===== config.mk =====
export PLATFORM = sky130hd
export DESIGN_NAME = dm_sba_axil_bridge
export DESIGN_NICKNAME = d
export VERILOG_FILES = /design/src/rtl/dm_pkg.sv /design/src/rtl/dm_sba_axil_bridge.sv
export SDC_FILE = /design/constraint.sdc
export NUM_CORES = 1
export LEC_CHECK = 0
export ABC_AREA = 1
export ABC_CLOCK_PERIOD_IN_PS = 3450
export BUFFER_PORTS_ARGS = -buffer_cell sky130_fd_sc_hd__buf_2
export CAP_MARGIN = 30
export CORE_MARGIN = 2
export CORE_UTILIZATION = 40
export CTS_CLUSTER_SIZE = 40
export DETAILED_ROUTE_END_ITERATION = 16
export PLACE_DENSITY = 0.75
export SETUP_SLACK_MARGIN = 0.2
export SKIP_CTS_REPAIR_TIMING = 1
export SKIP_LAST_GASP = 1
export SYNTH_ARGS = -nofsm -noshare
export SYNTH_HDL_FRONTEND = slang
export SYNTH_SLANG_ARGS = --single-unit
export TNS_END_PERCENT = 5

===== constraint.sdc =====
create_clock -name clk_i -period 3.45 [get_ports clk_i]
set_input_delay 0.69 -clock clk_i [delete_from_list [all_inputs] [get_ports clk_i]]
set_output_delay 0.69 -clock clk_i [all_outputs]
set_load 0.05 [all_outputs]

===== src/rtl/dm_pkg.sv =====
// dm_pkg: shared debug-module types and constants for the SBA AXI4-Lite bridge
package dm_pkg;

  typedef enum logic [2:0] {
    SBA_IDLE,
    SBA_WR_REQ,
    SBA_WR_RESP,
    SBA_RD_REQ,
    SBA_RD_RESP,
    SBA_DONE
  } sba_axil_state_e;

  localparam logic [1:0] AXI_OKAY   = 2'b00;
  localparam logic [1:0] AXI_EXOKAY = 2'b01;
  localparam logic [1:0] AXI_SLVERR = 2'b10;
  localparam logic [1:0] AXI_DECERR = 2'b11;

  // unprivileged, non-secure, data access
  localparam logic [2:0] AXI_PROT = 3'b010;

  function automatic logic axi_resp_err(input logic [1:0] resp);
    return (resp == AXI_SLVERR) || (resp == AXI_DECERR);
  endfunction

endpackage


===== src/rtl/dm_sba_axil_bridge.sv =====
// dm_sba_axil_bridge: single-outstanding SBA req/gnt/r_valid to AXI4-Lite master
module dm_sba_axil_bridge
  import dm_pkg::*;
#(
  parameter int BusWidth = 32
) (
  input  logic                  clk_i,
  input  logic                  rst_i,
  input  logic                  req_i,
  input  logic [BusWidth-1:0]   add_i,
  input  logic                  we_i,
  input  logic [BusWidth-1:0]   wdata_i,
  input  logic [BusWidth/8-1:0] be_i,
  output logic                  gnt_o,
  output logic                  r_valid_o,
  output logic [BusWidth-1:0]   r_rdata_o,
  output logic                  r_err_o,
  output logic                  m_awvalid_o,
  input  logic                  m_awready_i,
  output logic [BusWidth-1:0]   m_awaddr_o,
  output logic [2:0]            m_awprot_o,
  output logic                  m_wvalid_o,
  input  logic                  m_wready_i,
  output logic [BusWidth-1:0]   m_wdata_o,
  output logic [BusWidth/8-1:0] m_wstrb_o,
  input  logic                  m_bvalid_i,
  output logic                  m_bready_o,
  input  logic [1:0]            m_bresp_i,
  output logic                  m_arvalid_o,
  input  logic                  m_arready_i,
  output logic [BusWidth-1:0]   m_araddr_o,
  output logic [2:0]            m_arprot_o,
  input  logic                  m_rvalid_i,
  output logic                  m_rready_o,
  input  logic [BusWidth-1:0]   m_rdata_i,
  input  logic [1:0]            m_rresp_i
);

  sba_axil_state_e       state_q, state_d;
  logic                  aw_done_q, aw_done_d;
  logic                  w_done_q, w_done_d;
  logic [BusWidth-1:0]   addr_q, addr_d;
  logic [BusWidth-1:0]   wdata_q, wdata_d;
  logic [BusWidth/8-1:0] strb_q, strb_d;
  logic [BusWidth-1:0]   rdata_q, rdata_d;
  logic                  err_q, err_d;

  // state and datapath registers; reset abandons any transaction in flight
  always_ff @(posedge clk_i or posedge rst_i) begin
    if (rst_i) begin
      state_q   <= SBA_IDLE;
      aw_done_q <= 1'b0;
      w_done_q  <= 1'b0;
      addr_q    <= '0;
      wdata_q   <= '0;
      strb_q    <= '0;
      rdata_q   <= '0;
      err_q     <= 1'b0;
    end else begin
      state_q   <= state_d;
      aw_done_q <= aw_done_d;
      w_done_q  <= w_done_d;
      addr_q    <= addr_d;
      wdata_q   <= wdata_d;
      strb_q    <= strb_d;
      rdata_q   <= rdata_d;
      err_q     <= err_d;
    end
  end

  // next state, request capture, AW/W completion tracking and response latching
  always_comb begin
    state_d   = state_q;
    aw_done_d = aw_done_q;
    w_done_d  = w_done_q;
    addr_d    = addr_q;
    wdata_d   = wdata_q;
    strb_d    = strb_q;
    rdata_d   = rdata_q;
    err_d     = err_q;
    case (state_q)
      SBA_IDLE: if (req_i) begin
        state_d = we_i ? SBA_WR_REQ : SBA_RD_REQ;
        addr_d  = add_i;
        wdata_d = wdata_i;
        strb_d  = be_i;
      end
      SBA_WR_REQ: begin
        aw_done_d = aw_done_q | m_awready_i;
        w_done_d  = w_done_q | m_wready_i;
        if (aw_done_d && w_done_d) begin
          state_d   = SBA_WR_RESP;
          aw_done_d = 1'b0;
          w_done_d  = 1'b0;
        end
      end
      SBA_WR_RESP: if (m_bvalid_i) begin
        state_d = SBA_DONE;
        rdata_d = '0;
        err_d   = axi_resp_err(m_bresp_i);
      end
      SBA_RD_REQ: if (m_arready_i) state_d = SBA_RD_RESP;
      SBA_RD_RESP: if (m_rvalid_i) begin
        state_d = SBA_DONE;
        rdata_d = m_rdata_i;
        err_d   = axi_resp_err(m_rresp_i);
      end
      default: state_d = SBA_IDLE;
    endcase
  end

  // outputs are pure functions of registered state so no valid depends on a ready
  always_comb begin
    gnt_o       = (state_q == SBA_IDLE) && req_i;
    r_valid_o   = state_q == SBA_DONE;
    r_rdata_o   = rdata_q;
    r_err_o     = err_q;
    m_awvalid_o = (state_q == SBA_WR_REQ) && !aw_done_q;
    m_wvalid_o  = (state_q == SBA_WR_REQ) && !w_done_q;
    m_bready_o  = state_q == SBA_WR_RESP;
    m_arvalid_o = state_q == SBA_RD_REQ;
    m_rready_o  = state_q == SBA_RD_RESP;
    m_awaddr_o  = addr_q;
    m_araddr_o  = addr_q;
    m_wdata_o   = wdata_q;
    m_wstrb_o   = strb_q;
    m_awprot_o  = AXI_PROT;
    m_arprot_o  = AXI_PROT;
  end

endmodule


==> run_results.csv <==
group,metric,value,unit
die,die_area,12300,um^2
place,gp_congestion,0.791,
sta,worst_pin_slew,710,ps
global_routing,grt_pass1_vias,3722,
clocking,cts_tree,"done",
clocking,clk_pin_slew,70,ps
critical_path,rrSetupSlack,1710,ps
critical_path,crit_arrival,1480,ps
drt,via_count,3881,
synthesis,synthTopCellsByArea,"dfrtp_1 (58%), nand2_1 (26%), buf_4 (6.6%)",
clocking,htree_num_levels,3,
sta,min_period_over_period,63.0,%
sta,setup_viol,0,
synthesis,syn_area,4560,um^2
synthesis,synth_top_cell_area_share,58.2,%
critical_path,end_kind,"output pin",
drt,first_iter_violations,195,
hold_path,min_delay_worst_endpoint,"r_rdata_o[29]$_DFFE_PP0P_",
die,die_width,111,um
sta,fin_crit,2170,ps
sta,clock_skew,8.27,ps
hold_path,holdCritPathClass,"reg2reg",
sta,slew_headroom,52.6,%
critical_path,slowest_delay,500,ps
drt,detailedRoute.firstPassIterationCount,4,
global_routing,gr-total-overflow,0,
critical_path,crit_type,"reg2out",
synthesis,syn_inst,535,
cells_and_area,syn2layout_area_growth,29.8,%
cells_and_area,nNetsFinal,857,
clocking,cts.path.max_buffers,2,
sta,fmax,0.460,GHz
synthesis,ys_types,19,
die,die_h,111,um
place,dpl.hpwl,7910,um
run_status,status,"finished clean",
sta,rsz0062_at_grt,"no",
global_routing,grt_pass1_wl,18300,um
synthesis,synth_warnings,0,
critical_path,r2r_cells,6,
clocking,worstSkewPairLatency,340,ps
cells_and_area,drive_above_1_share,37.4,%
critical_path,setup.worst_path.start,"state_q[2]$_DFFE_PP0P_",
synthesis,synthArstFlopShare,100,%
critical_path,cp_slowest_cell,"dfrtp_1",
critical_path,crit_path_start_kind,"flop",
critical_path,cp.required,2760,ps
synthesis,ys_seq_elements,106,
global_routing,antenna_found_initial,0,
critical_path,r2r_end,"m_araddr_o[24]$_DFFE_PP0P_",
drt,routedWlPerCell,12.4,um
sta,tns,0,ps
drt,drc,0,
sta,maxSlewViolCount,0,
cells_and_area,diodes,0,
hold_path,hold_start,"r_rdata_o[29]$_DFFE_PP0P_",
global_routing,track_usage,18.3,%
clocking,cts_inserted_buffers,9,
cells_and_area,fillers,1066,
critical_path,r2r-start,"state_q[2]$_DFFE_PP0P_",
global_routing,grt_start_max_net_pins,107,
clocking,clock-root-buffer,"clkbuf_16",
die,initial_utilization,41.5,%
clocking,clock_sinks,106,
synthesis,ys.flop_type,"dfrtp_1",
synthesis,synth_edf_count,0,
synthesis,synth_area_leader_cell,"dfrtp_1",
place,port_buffers,250,
drt,ant_nets,0,
flow_run,drv_cap,0,
synthesis,postSynthAreaPerCell,8.52,um^2
synthesis,synth-seq-area-share,58.2,%
critical_path,path_cells,"nor2_4, nand3_2, inv_2, buf_2",
drt,viasPerCell,4.37,
hold_path,hold_depth,2,
critical_path,crit_fanout,9,
die,design.core.area,11000,um^2
die,placementRows,38,
die,io_pins,259,
drt,wl,11000,um
sta,hold_viol,0,
==> critical path, delay by kind of cell, from the launching register on <==
family	cells	cell delay, ps
DFF	1	500
and+or+nand+nor	2	280
buffers and inverters	2	360
==> final cells by class <==
cell class | instances | area (um^2) | share of cell area [%]
clock buffer | 9 | 225 | 3.80
clock inverter | 7 | 100 | 1.69
inverter | 19 | 75.1 | 1.27
multi-input combinational | 355 | 1410 | 23.7
sequential | 106 | 2650 | 44.8
tap | 140 | 175 | 2.96
timing repair buffer | 253 | 1290 | 21.7
==> layer usage <==
layer	GRT usage, %	vias up	routed length [um]
li1	-	1972	-
met1	22.9	1732	4670
met2	31.2	171	5400
met3	5.36	6	890
met4	4.50	0	83
met5	0	-	0
==> Yosys cell counts (4+ instances only) <==
library cell / instances
buf_4: 40
nand2_1: 317
inv_2: 4
dfrtp_1: 106
buf_6: 9
buf_2: 6
clkbuf_1: 4
o21ai_0: 5
nand3_1: 7
inv_1: 15
nor2_1: 9
==> state kept, by name (all words and copies together) (netlist names) <==
name,cells
m_araddr_o,32
m_wdata_o,32
r_rdata_o,32
m_wstrb_o,4
state_q,3
aw_done_q,1
r_err_o,1
w_done_q,1
==> kinds of logic after synthesis <==
| family | after synthesis | synth area share [%] |
|---|---|---|
| AND/OR/NAND/NOR | 340 | 29.3 |
| buffers and inverters | 78 | 11.4 |
| other | 2 | 0.165 |
| AO/OA/AOI/OAI | 9 | 1.04 |
| flip-flops | 106 | 58.2 |
==> worst max path at each step <==
stage	to	slack [ps]
2_1_floorplan	m_awvalid_o	1400
3_3_place_gp	gnt_o	1520
3_5_place_dp	gnt_o	1510
4_1_cts	gnt_o	1240
5_1_grt	gnt_o	1190
6_report	gnt_o	1280
==> stage by stage <==
step	setup WS, ps	area, um^2	hold WS [ps]	util [%]	std cells
after floorplan	1400	4580	549	-	539
after global placement	1520	5590	451	50.9	873
after detailed placement	1510	5590	457	50.9	873
after CTS	1240	5920	477	53.9	889
after global routing	1190	5920	495	53.9	889
final	1280	5920	471	53.9	889
==> layout by cell type, fill, tap and decap left out, drive strengths merged <==
master,netlist,layout
a21oi,3,3
buf,55,253
bufinv,0,2
clkbuf,4,9
clkinv,0,3
clkinvlp,0,1
conb,2,6
dfrtp,106,106
inv,19,20
nand2,317,317
nand3,10,10
nand3b,1,1
nand4,1,1
nor2,11,11
o21ai,5,5
o21bai,1,1
Power is left out: the tool's default activity adds up to more than one toggle a clock period on the data nets, which glitch-free logic cannot reach.
